`src/rtl/fp_add_arbiter.sv`:
```
// fp_add_arbiter
// Shares one external combinational single-precision adder among N requesters.
// A round-robin arbiter picks one request per cycle. The winning operands go
// into an operand register (stage A) that drives the adder. The adder's sum is
// captured in a result register (stage B), which is handed off with the
// requester ID over a valid/ready handshake.

module fp_add_arbiter #(
  parameter int N    = 4,
  parameter int IDW  = 2,
  parameter int CNTW = 16
) (
  input  logic              clk,
  input  logic              rst,
  input  logic [N-1:0]      req_valid,
  input  logic [32*N-1:0]   req_a,
  input  logic [32*N-1:0]   req_b,
  output logic [N-1:0]      req_ready,
  output logic [31:0]       add_a,
  output logic [31:0]       add_b,
  input  logic [31:0]       add_s,
  output logic              res_valid,
  output logic [31:0]       res_sum,
  output logic [IDW-1:0]    res_id,
  input  logic              res_ready,
  output logic [CNTW-1:0]   op_count
);

  // Round-robin pointer: index where the next search begins.
  logic [IDW-1:0]  rrPtr_q, rrPtr_d;

  // Stage A: operand register feeding the external adder.
  logic            aValid_q, aValid_d;
  logic [IDW-1:0]  aId_q, aId_d;
  logic [31:0]     opA_q, opA_d;
  logic [31:0]     opB_q, opB_d;

  // Stage B: result register presented to the consumer.
  logic            bValid_q, bValid_d;
  logic [31:0]     sum_q, sum_d;
  logic [IDW-1:0]  resId_q, resId_d;

  // Completed hand-off counter.
  logic [CNTW-1:0] opCount_q, opCount_d;

  // Pipeline flow control and arbitration results.
  logic            bReady;
  logic            aReady;
  logic            found;
  logic [IDW-1:0]  grantIdx;
  logic [IDW:0]    cand;
  logic            accept;
  logic            handoff;

  // A stage can take new data when it is empty or its contents move on this cycle.
  always_comb begin
    bReady  = !bValid_q || res_ready;
    aReady  = !aValid_q || bReady;
    handoff = bValid_q && res_ready;
  end

  // Search req_valid from rrPtr_q upward, wrapping at N; the first hit wins.
  always_comb begin
    found    = 1'b0;
    grantIdx = '0;
    cand     = '0;
    for (int k = 0; k < N; k++) begin
      cand = {1'b0, rrPtr_q} + (IDW+1)'(k);
      if (cand >= (IDW+1)'(N)) begin
        cand = cand - (IDW+1)'(N);
      end
      if (!found && req_valid[cand[IDW-1:0]]) begin
        found    = 1'b1;
        grantIdx = cand[IDW-1:0];
      end
    end
  end

  // Grant is one-hot and only issued when stage A can take the operands.
  always_comb begin
    req_ready = '0;
    accept    = found && aReady;
    if (accept) begin
      req_ready[grantIdx] = 1'b1;
    end
  end

  // Stage A next state: load the winner, drain when empty-able, else hold.
  always_comb begin
    aValid_d = aValid_q;
    aId_d    = aId_q;
    opA_d    = opA_q;
    opB_d    = opB_q;
    rrPtr_d  = rrPtr_q;
    if (accept) begin
      aValid_d = 1'b1;
      aId_d    = grantIdx;
      opA_d    = req_a[32*grantIdx +: 32];
      opB_d    = req_b[32*grantIdx +: 32];
      rrPtr_d  = (grantIdx == IDW'(N-1)) ? '0 : grantIdx + 1'b1;
    end else if (aReady) begin
      aValid_d = 1'b0;
    end
  end

  // Stage B next state: capture the adder sum, or empty once the consumer takes it.
  always_comb begin
    bValid_d = bValid_q;
    sum_d    = sum_q;
    resId_d  = resId_q;
    if (aValid_q && bReady) begin
      bValid_d = 1'b1;
      sum_d    = add_s;
      resId_d  = aId_q;
    end else if (res_ready) begin
      bValid_d = 1'b0;
    end
  end

  // Count every accepted result; wraps naturally at the counter width.
  always_comb begin
    opCount_d = opCount_q;
    if (handoff) begin
      opCount_d = opCount_q + 1'b1;
    end
  end

  // Arbiter pointer and stage A registers; reset discards any in-flight operands.
  always_ff @(posedge clk or posedge rst) begin
    if (rst) begin
      rrPtr_q  <= '0;
      aValid_q <= 1'b0;
      aId_q    <= '0;
      opA_q    <= '0;
      opB_q    <= '0;
    end else begin
      rrPtr_q  <= rrPtr_d;
      aValid_q <= aValid_d;
      aId_q    <= aId_d;
      opA_q    <= opA_d;
      opB_q    <= opB_d;
    end
  end

  // Stage B registers and hand-off counter; reset drops any pending result.
  always_ff @(posedge clk or posedge rst) begin
    if (rst) begin
      bValid_q  <= 1'b0;
      sum_q     <= '0;
      resId_q   <= '0;
      opCount_q <= '0;
    end else begin
      bValid_q  <= bValid_d;
      sum_q     <= sum_d;
      resId_q   <= resId_d;
      opCount_q <= opCount_d;
    end
  end

  assign add_a     = opA_q;
  assign add_b     = opB_q;
  assign res_valid = bValid_q;
  assign res_sum   = sum_q;
  assign res_id    = resId_q;
  assign op_count  = opCount_q;

endmodule

```
`config.mk`:
```
export PLATFORM = sky130hd
export DESIGN_NAME = fp_add_arbiter
export DESIGN_NICKNAME = d
export VERILOG_FILES = /design/src/rtl/fp_add_arbiter.sv
export SDC_FILE = /design/constraint.sdc
export NUM_CORES = 1
export LEC_CHECK = 0
export CORE_AREA = 8 8 153 155
export CTS_CLUSTER_SIZE = 24
export DETAILED_ROUTE_END_ITERATION = 12
export DIE_AREA = 0 0 161 163
export PLACE_DENSITY = 0.7
export RECOVER_POWER = 100
export REMOVE_ABC_BUFFERS = 1
export SYNTH_ARGS = -nofsm -noshare
export SYNTH_HDL_FRONTEND = slang
export SYNTH_SLANG_ARGS = --single-unit
```
`constraint.sdc`:
```
create_clock -name clk -period 10.95 [get_ports clk]
set_clock_uncertainty 0.05 [all_clocks]
set_input_delay 2.7375 -clock clk [delete_from_list [all_inputs] [get_ports clk]]
set_output_delay 2.7375 -clock clk [all_outputs]
set_load 0.005 [all_outputs]
```
### Yosys cells after proc, flatten, opt, wreduce, memory -nomap -nowiden

Index checks and enable logic that the tools add are counted.

| storage, ports and cells | value |
|---|---|
| output and inout bits | 119 |
| logic and storage cells | 75 |
| input port bits | 295 |
| register bits | 120 |

| operators by class | value |
|---|---|
| $lt $le $gt $ge | 10 |
| $add $sub $neg | 9 |
| mux-type cells | 28 |
| eq/ne operators | 1 |
| reduce and logical (&&, ||, !) cells | 16 |
| shift operators | 2 |

Operators by type and width:

| operator | count |
|---|---|
| $shiftx 128x8->32 | 2 |
| $mux 2 | 9 |
| $add 16x1->16 const B | 1 |
| $lt 2x3->1 const B | 5 |
| $mux 1 | 13 |
| $ge 3x3->1 const B | 3 |
| $bmux 1 s2 | 4 |
| $sub 2x1->2 const B | 4 |
| $logic_and 1x1->1 | 7 |
| $add 2x2->3 const B | 2 |
| $logic_not 1->1 | 5 |
| $mux 4 | 1 |
| $reduce_bool 2->1 | 2 |
| $add 2x1->3 const B | 1 |
| $ge 2x3->1 const B | 1 |
| $add 2x1->2 const B | 1 |
| $demux 1 s2 | 1 |
| $eq 2x2->1 const B | 1 |
| $ge 2x1->1 const B | 1 |
| $logic_or 1x1->1 | 2 |

### Depth between registers and ports, before layout

Gate-level depths: netlist (run 1).

| depth | value |
|---|---|
| depth after elaboration | 19 |
| mapped depth | 9 |
| mapped depth without buffers | 6 |

### Worst setup path before layout (run 1)

No wires, ideal clock.

| timing | value |
|---|---|
| kind | in2out |
| start point | in req_valid[1] |
| end point | out req_ready[3] |
| slack | 4.178 ns |
| data arrival time | 3.984 ns |
| path buffers | 2 |
| required time | 8.163 ns |
| stages | 7 |
| cells stage by stage | or3b_2 > o221ai_2 > buf_6 > buf_6 > inv_1 > ha_1 > and3_1 |

| between the ends | value |
|---|---|
| cells in the longest elaborated chain, start to end | 17 |
| elaborated cells between the ends (all ways) | 29 |
| classes of those cells | order compare: 2; mux: 19; reduce/logical: 8 |

Ends and longest elaborated chain:

| what | RTL line | source |
|---|---|---|
| start: declaration | 15 | `input logic [N-1:0] req_valid,` |
| $bmux 1 s2 | 72 | `if (!found && req_valid[cand[IDW-1:0]]) begin` |
| $mux 1 (not written as such) | 72 |  |
| $mux 1 | 72 |  |
| $logic_not 1->1 | 72 |  |
| $logic_and 1x1->1 | 72 |  |
| $mux 1 | 72 |  |
| $logic_not 1->1 | 72 |  |
| $logic_and 1x1->1 | 72 |  |
| $mux 1 | 72 |  |
| $logic_not 1->1 | 72 |  |
| $logic_and 1x1->1 | 72 |  |
| $mux 2 | 72 |  |
| $lt 2x3->1 (not written as such) or $ge 2x1->1 (tied branches) | 84 | `req_ready[grantIdx] = 1'b1;` |
| $logic_and 1x1->1 (not written as such) | 84 |  |
| $mux 1 (not written as such) | 84 |  |
| $demux 1 s2 | 84 |  |
| $mux 4 * | 83 | `if (accept) begin` |
| end: declaration | 18 | `output logic [N-1:0] req_ready,` |

Every way passes the cells marked *; elsewhere a longest branch is shown, timed or not. The select of a mux whose other input is x is not followed.

### Final worst setup path (run 1)

| timing | value |
|---|---|
| start point | in req_valid[0] |
| end point | out req_ready[3] |

The elaborated chain is that of the path after synthesis.

==> impl_metrics.ini, run 1 <==
[synthesis]
synth_common_cells = 120 x dfrtp_1, 71 x nand3_1, 65 x mux2i_1
synth_top_cell_by_area = dfrtp_1
synth_area_mm2 = 0.00650
yosysSeqAreaShare_pct = 46.2
synthFlopType = dfrtp_1
yosysWarnings = 0
synth_top_area_share_pct = 46.2
synth.area.top_cells = dfrtp_1 46%, mux2i_1 10%, a32oi_1 8.6%, o211ai_2 7.9%, mux2_2 6.2%
ys_async_sr_fraction_pct = 100
avgSynthCellArea_um2 = 11.9
yosysMostFrequentCell = dfrtp_1
synth_seq_cells = 120
ys_types = 41
syn_inst = 548
synth_edf_count = 0

[critical_path]
cp_slowest_stage_delay_ns = 1.90
critPathBufInv = 3
required_ns = 8.16
cp_max_fo = 16
crit_path_top_delay_cell = o221ai_1
criticalPathCategory = primary input to output pin
crit_path_frequent_cell = clkdlybuf4s50_1
worstPathArrival_ns = 6.45
cp-end-kind = output pin
crit_family = compound AO/OA/AOI/OAI gates
path_cells = clkdlybuf4s50_1, a21boi_0, o221ai_1, inv_1, ha_1, and3_1, clkdlybuf4s50_1
startpoint_type = primary input

[grt]
antenna_found_initial = 1
grt_max_degree = 69
met3_usage_pct = 7.96
met2_usage_pct = 36.1
busiest_layer = met2
grt_overflow_total = 0
met1_usage_pct = 22.1
grt_usage_pct = 20.5
grt_pass1_vias = 6861
grt_pass1_wl_mm = 41.2

[clock_tree]
cts_buffer_depth = 2
clock_sinks = 120
path_clk_slew_ns = 0.06
cts_tree = yes
clk_latency_ns = 0.41
cts_buffers = 17
cts-htree-levels = 4
cts.repair.resized = 0
cts_setup_buffers = 0
cts_root_buf = clkbuf_16
hold_buffers = 0

[power_and_ir_drop]
ir_drop_uv = 95.0
powerDensity_mw_per_mm2 = 189
switching_share_pct = 33.8
clockPowerShare_pct = 26.8
p_int_w = 0.00139
pwr-share-comb_pct = 41.1
p_sw_w = 0.000710
seqPwrFrac_pct = 32.1
leakage_nw = 4.56

[placement]
io_buffer_count = 413
dp_hpwl_mm = 20.8
place_inst = 1190
gp_congestion = 0.836
place_area_mm2 = 0.0107
post-place-ws_ns = 2.89

[layout]
register_area_mm2 = 0.00300
syn_to_final_growth_pct = 71.1
finalNonFillerCells = 1222
stdcell_area_mm2 = 0.0111
fill_cells = 1850
multi_input_area_mm2 = 0.00299
final_layout_size_suffix_gt1_share_pct = 9.51
final_nets = 1231

[sta]
final_max_slew_viol_count = 281
whs_ns = 0.426
fmax_ghz = 0.108
worst_pin_slew_ns = 3.58
finalHoldViolCount = 0
setup_viol = 0
min_period_ns = 9.24
slew_headroom_pct = -139
setup_tns_ns = 0
setup_ws_ns = 1.71
rsz0062_at_grt = false
fin_crit_sh_pct = 84.4

[detailed_routing]
dr_total_vias = 6312
drt-wirelength-per-cell_um = 22.8
drt-initial-drc-count = 304
first_pass_iters = 5
drt-vias-per-instance = 5.17
drcViolationCount = 0
wl_mm = 27.9
drt.antenna.violating_nets = 0

[flow_run]
max_cap_viol_count = 6

[die]
coreArea_mm2 = 0.0208
pin_count = 414
dieWidth_um = 161
fp.dieH_um = 163
initial_core_util_pct = 31.2
rows = 53
dieArea_mm2 = 0.0262

[run_status]
violations = max-capacitance violations, max-slew violations
status = finished, violations left

[hold_path]
hp-class = flip-flop to flip-flop
-- path summary, 6_finish.rpt --
kind / slack, ns / from / depth (start not counted) / endpoint
worst max register to register: 6.35 / res_valid$_DFFE_PP0P_ / 5 / add_b[20]$_DFFE_PP0P_
max in group asynchronous: 3.17 / rst / 3 / add_b[28]$_DFFE_PP0P_
worst min-delay path: 0.43 / op_count[15]$_DFFE_PP0P_ / 1 / op_count[15]$_DFFE_PP0P_
min in group asynchronous: 3.51 / rst / 2 / res_sum[0]$_DFFE_PP0P_
worst max-delay path: 1.71 / req_valid[0] / 7 / req_ready[3]
worst min register to register: 0.43 / op_count[15]$_DFFE_PP0P_ / 1 / op_count[15]$_DFFE_PP0P_
-- sequential cells by signal, summed over array words and instances, names as in the netlist --
| signal | cells |
|---|---|
| add_a | 32 |
| add_b | 32 |
| res_sum | 32 |
| op_count | 16 |
| aId_q | 2 |
| res_id | 2 |
| rrPtr_q | 2 |
| aValid_q | 1 |
| res_valid | 1 |
-- kinds of logic after synthesis --
logic type / after synthesis / synth area share [%]
xor gates and xnor gates: 15 / 2.02
and+or+nand+nor: 108 / 8.56
adders and majority gates: 2 / 0.385
DFF: 120 / 46.2
buffers and inverters: 58 / 5.62
muxes: 101 / 16.2
AOI/OAI and AO/OA: 144 / 21.0
-- stage by stage --
step                      utilization [%]  total power (W)
after global routing                 53.4          0.00223
final                                53.4          0.00210
after global placement               51.5          0.00163
after CTS                            54.3          0.00222
after detailed placement             51.5          0.00164
after floorplan                         -          0.00110
-- layer usage --
metal  part of all wire, %  wire, um
met4                   1.9       533
met2                    51     14200
met3                   9.5      2650
met1                    37     10400
met5                     0         0
-- layout make-up --
| type | instances | area share, % |
|---|---|---|
| multi-input cells | 370 | 26.8 |
| clock buffers | 19 | 4.07 |
| well taps | 275 | 3.09 |
| clock inverters | 12 | 1.27 |
| flip-flops and latches | 120 | 27.0 |
| repair buffers | 421 | 37.6 |
| inverters | 4 | 0.146 |
| diodes | 1 | 0.0225 |
-- power by group through the flow --
stage / registers (W) / logic, W / clock network, W
final: 0.000675 / 0.000865 / 0.000563
after global routing: 0.000693 / 0.000932 / 0.000602
after CTS: 0.000682 / 0.000959 / 0.000580
after detailed placement: 0.000686 / 0.000956 / 0
after global placement: 0.000682 / 0.000950 / 0
after floorplan: 0.000682 / 0.000416 / 0
-- placed cells by master, fill, tap and decap left out, types with 3 or more instances in the layout --
master	Yosys	layout
xor2_1	4	4
a21oi_1	3	3
mux2_2	36	36
dfrtp_1	120	120
clkbuf_1	30	4
nand2b_1	3	3
nand3_1	71	71
inv_6	0	4
clkinv_4	0	3
inv_1	4	3
o211ai_2	41	13
buf_4	1	4
a32oi_1	64	64
mux2i_1	65	65
nor2_1	3	3
dlygate4sd3_1	0	119
o21ai_0	4	4
clkbuf_16	0	17
xnor2_1	11	11
clkdlybuf4s50_1	0	294
o211ai_1	24	52
nand2_1	15	15
No activity file was read; power rests on OpenSTA's default activity.
==> run 2: changes to the inputs <==
CORE_AREA = 8 8 154 156   (was 8 8 153 155)
DIE_AREA = 0 0 162 164   (was 0 0 161 163)
PLACE_DENSITY = 0.69   (was 0.7)
clock period = 9 ns   (was 10.95 ns; I/O delays follow)
==> run 2 against run 1 <==
Compared with the run above: the flow still finishes with violations (max-capacitance violations, max-slew violations); clock power rose by 21%; non-clock buffer count is the same; design area increased by 0.25%; sequential power is 22% higher; largest cell class unchanged.
==> impl_metrics.ini, run 2 (same netlist as run 1, synthesis figures left out) <==
[clock_tree]
cts_setup_buffers = 0
clk_latency_ns = 0.40
cts.repair.resized = 0
cts-htree-levels = 4
cts_tree = yes
cts_root_buf = clkbuf_16
cts_buffers = 17
cts_buffer_depth = 2
hold_buffers = 0
clock_sinks = 120
path_clk_slew_ns = 0.05

[layout]
finalNonFillerCells = 1227
layout_commonest_cell = clkdlybuf4s50_1
final_nets = 1231
final_layout_size_suffix_gt1_share_pct = 9.93
final_cell_mix = 290 x clkdlybuf4s50_1, 123 x dlygate4sd3_1, 120 x dfrtp_1
final_core_util_pct = 52.2
diodes = 0
syn_to_final_growth_pct = 71.5
fill_cells = 1950

[detailed_routing]
drcViolationCount = 0
first_pass_iters = 4
drt.antenna.violating_nets = 0
wl_mm = 27.4
drt-initial-drc-count = 255
drt-vias-per-instance = 5.18
drt-wirelength-per-cell_um = 22.3
dr_total_vias = 6352

[critical_path]
startpoint_type = primary input
rrSetupSlack_ns = 4.32
required_ns = 6.70
criticalPathCategory = primary input to output pin
cp-end-kind = output pin
worstPathArrival_ns = 4.95
cp_max_fo = 68

[power_and_ir_drop]
leakage_nw = 4.57
ir_drop_uv = 89.0
powerDensity_mw_per_mm2 = 229
power_w = 0.00255

[placement]
place_inst = 1195
gp_congestion = 0.844
post-place-ws_ns = 1.91
io_buffer_count = 413
dp_hpwl_mm = 20.4

[sta]
setup_ws_ns = 1.75
slew_headroom_pct = -139
setup_viol = 0
setup_tns_ns = 0
finalHoldViolCount = 0
min_period_ns = 7.25
fin_crit_sh_pct = 80.6
worst_pin_slew_ns = 3.58
rsz0062_at_grt = false
final_max_slew_viol_count = 152
fmax_ghz = 0.138

[die]
fp.dieH_um = 164
initial_core_util_pct = 30.5
coreArea_mm2 = 0.0214
rows = 54
dieArea_mm2 = 0.0266
dieWidth_um = 162
pin_count = 414

[grt]
grt_max_degree = 72
grt_pass1_vias = 6927
antenna_found_initial = 1
grt_pass1_wl_mm = 41.0
grt_overflow_total = 0
grt_usage_pct = 19.9

[run_status]
violations = max-capacitance violations, max-slew violations
status = finished, violations left

[hold_path]
hp-class = flip-flop to flip-flop

[flow_run]
max_cap_viol_count = 3
-- run 2: changes by cell type in the layout (fill, tap and decap cells not counted), sizes merged --
cell	change
clkdlybuf4s50	-4
dlygate4sd3	+4
buf	+2
clkbuf	-2
clkinv	+2
diode	-1
inv	-1
-- run 2: cell type report --
cell class,instances,area (um2),share of cell area (%)
Sequential cell,120,3000,26.9
Clock buffer,19,453,4.06
Multi-Input combinational cell,370,3000,26.9
Clock inverter,13,143,1.28
Tap cell,280,350,3.14
Timing Repair Buffer,421,4190,37.5
Inverter,4,16.3,0.146
-- run 2: critical path, cell delays in order --
cell	delay, ns
dlygate4sd3_1	0.67
or4_1	0.23
and2_4	0.70
o211ai_1	0.25
nor2_1	0.22
dlygate4sd3_1	0.63
-- run 2: where the power goes --
part	switching [W]	internal, W
clock network	0.000257	0.000425
registers	0.000112	0.000710
logic	0.000492	0.000558
total	0.000860	0.00169
-- run 2: worst paths after layout --
| kind | depth (start not counted) | to | from |
|---|---|---|---|
| setup / recovery | 6 | req_ready[2] | req_valid[2] |
| hold / removal | 1 | op_count[15]$_DFFE_PP0P_ | op_count[15]$_DFFE_PP0P_ |
| setup reg to reg | 5 | add_a[6]$_DFFE_PP0P_ | res_valid$_DFFE_PP0P_ |
| hold reg to reg | 1 | op_count[15]$_DFFE_PP0P_ | op_count[15]$_DFFE_PP0P_ |
| max in group asynchronous | 3 | add_b[24]$_DFFE_PP0P_ | rst |
| min in group asynchronous | 2 | op_count[10]$_DFFE_PP0P_ | rst |
-- run 2: metrics by stage --
step	instance area, um2	hold slack (ns)
after floorplan	6150	0.393
after global placement	10700	0.410
after detailed placement	10700	0.412
after CTS	11300	0.424
after global routing	11200	0.426
final	11200	0.417
-- run 2: metal layers --
layer / part of all wire (%) / GRT usage [%]
met1: 39 / 22.3
met2: 50 / 34.7
met3: 9.4 / 7.72
met4: 1.8 / 5.39
met5: 0.048 / 0
==> run 3: changes to the inputs <==
CORE_AREA = not set   (was 8 8 154 156)
CORE_ASPECT_RATIO = 0.75   (was not set)
CORE_MARGIN = 8   (was not set)
CORE_UTILIZATION = 34   (was not set)
DIE_AREA = not set   (was 0 0 162 164)
PLACE_DENSITY = 0.79   (was 0.69)
clock period = 6.3 ns   (was 9 ns; I/O delays follow)
==> run 3 against run 2 <==
Compared with the run above: the flow still finishes with violations (max-capacitance violations, max-slew violations); register-to-register slack lost 1.4 ns; clock-buffer cell count shrank 2; combinational power up 47%; power increased by 42%; sequential share of layout area shrank 0.14 points; global-route usage grew 3.5 points; non-clock buffer count up 3; via count up 2.7%; largest cell class unchanged.
==> impl_metrics.ini, run 3 (same netlist as run 1, synthesis figures left out) <==
[run_status]
status = finished, violations left
violations = max-capacitance violations, max-slew violations

[sta]
finalHoldViolCount = 0
slew_headroom_pct = -89.8
setup_viol = 0
rsz0062_at_grt = false
fin_crit_sh_pct = 88.3
final_max_slew_viol_count = 150
min_period_ns = 5.56
setup_tns_ns = 0
fmax_ghz = 0.180
worst_pin_slew_ns = 2.83

[layout]
syn_to_final_growth_pct = 72.4
final_core_util_pct = 60.2
stdcell_area_mm2 = 0.0112
final_cell_mix = 292 x clkdlybuf4s50_1, 121 x dlygate4sd3_1, 120 x dfrtp_1
final_layout_size_suffix_gt1_share_pct = 12.3
finalNonFillerCells = 1200
final_nets = 1234
layout_commonest_cell = clkdlybuf4s50_1

[clock_tree]
cts-htree-levels = 4
cts.repair.resized = 0
cts_setup_buffers = 0
clk_latency_ns = 0.41
cts_root_buf = clkbuf_16
clock_sinks = 120
cts_buffer_depth = 2
cts_tree = yes
cts_buffers = 17
hold_buffers = 0
path_clk_slew_ns = 0.05

[hold_path]
hp-class = flip-flop to flip-flop

[die]
initial_core_util_pct = 34.9
dieArea_mm2 = 0.0238
fp.dieH_um = 136
pin_count = 414
rows = 43
coreArea_mm2 = 0.0186
dieWidth_um = 176

[critical_path]
worstReg2RegStart = res_valid$_DFFE_PP0P_
crit_start = req_valid[2]
worstPathArrival_ns = 3.94
crit_path_top_delay_cell = dlygate4sd3_1
cp-end-kind = output pin
endpoint = req_ready[1]
critPathBufInv = 2
startpoint_type = primary input
cp_max_fo = 30
crit_path_frequent_cell = dlygate4sd3_1
required_ns = 4.68
rrSetupSlack_ns = 2.88
rr_worst_depth = 5
path_cells = dlygate4sd3_1, or4_1, and2_4, and2_1, dlygate4sd3_1
criticalPathCategory = primary input to output pin
r2r-end = add_b[7]$_DFFE_PP0P_
cp_slowest_stage_delay_ns = 0.64
crit_family = buffers and inverters
worstSetupPathDepth = 5

[power_and_ir_drop]
clockPowerShare_pct = 25.3
leakage_nw = 4.65
switching_share_pct = 34.8
pwr-share-comb_pct = 42.4
p_int_w = 0.00237
powerDensity_mw_per_mm2 = 324
ir_drop_uv = 167
seqPwrFrac_pct = 32.3
p_sw_w = 0.00126
power_w = 0.00363

[flow_run]
max_cap_viol_count = 3

[grt]
grt_usage_pct = 23.4
grt_pass1_vias = 6992
antenna_found_initial = 4
grt_max_degree = 66
grt_pass1_wl_mm = 42.9
grt_overflow_total = 0

[detailed_routing]
drt.antenna.violating_nets = 0
dr_total_vias = 6524
drt-initial-drc-count = 491
drt-wirelength-per-cell_um = 24.2
drt-vias-per-instance = 5.44
wl_mm = 29.1
first_pass_iters = 4
drcViolationCount = 0

[placement]
place_inst = 1165
io_buffer_count = 413
gp_congestion = 0.857
dp_hpwl_mm = 21.4
place_area_mm2 = 0.0107
[run 3: cell count changes in the layout (fill, tap and decap cells not counted), sizes merged]
| cell | delta |
|---|---|
| buf | +1 |
| bufinv | -1 |
| diode | +4 |
| inv | -1 |
| dlygate4sd3 | -2 |
| clkinvlp | +3 |
| clkdlybuf4s50 | +2 |
[run 3: power groups by stage]
stage / Clock, W / Sequential [W] / Combinational, W
finish: 0.000919 / 0.00117 / 0.00154
global route: 0.000964 / 0.00120 / 0.00165
CTS: 0.000940 / 0.00118 / 0.00165
detailed placement: 0 / 0.00119 / 0.00165
global placement: 0 / 0.00119 / 0.00163
floorplan: 0 / 0.00119 / 0.000724
[run 3: final cells by class]
class	count	area, um2
multi-input cells	370	3120
repair buffers	424	4200
inverters	4	16.3
flip-flops and latches	120	3000
well taps	247	309
clock inverters	14	126
diodes	4	10.0
fillers	1571	7410
clock buffers	17	425
[run 3: metrics by stage]
step / setup WS [ns] / hold slack [ns]
2_1_floorplan: -0.245 / 0.393
3_3_place_gp: 1.03 / 0.410
3_5_place_dp: 1.00 / 0.414
4_1_cts: 0.991 / 0.428
5_1_grt: 0.686 / 0.453
6_report: 0.739 / 0.423
[run 3: how the worst min path moves through the flow]
stage | to | slack (ns) | depth (start not counted) | startpoint
after CTS | aId_q[1]$_DFFE_PP0P_ | 0.43 | 2 | aId_q[1]$_DFFE_PP0P_
after floorplan | aId_q[1]$_DFFE_PP0P_ | 0.39 | 2 | aId_q[1]$_DFFE_PP0P_
final | aId_q[1]$_DFFE_PP0P_ | 0.42 | 2 | aId_q[1]$_DFFE_PP0P_
after global placement | aId_q[1]$_DFFE_PP0P_ | 0.41 | 2 | aId_q[1]$_DFFE_PP0P_
after global routing | op_count[13]$_DFFE_PP0P_ | 0.45 | 1 | op_count[13]$_DFFE_PP0P_
after detailed placement | aId_q[1]$_DFFE_PP0P_ | 0.41 | 2 | aId_q[1]$_DFFE_PP0P_
[run 3: worst min-delay path: cells and delay by family (launching register included)]
kind          cells  cell delay (ns)
simple gates      2             0.10
flops             1             0.34
[run 3: routing by layer]
| metal | track usage, % | vias to the layer above | wire length, um |
|---|---|---|---|
| li1 | - | 2949 | - |
| met1 | 27.2 | 3248 | 11200 |
| met2 | 39.9 | 299 | 14700 |
| met3 | 8.66 | 28 | 2650 |
| met4 | 7.00 | 0 | 493 |
| met5 | 0 | - | 0 |
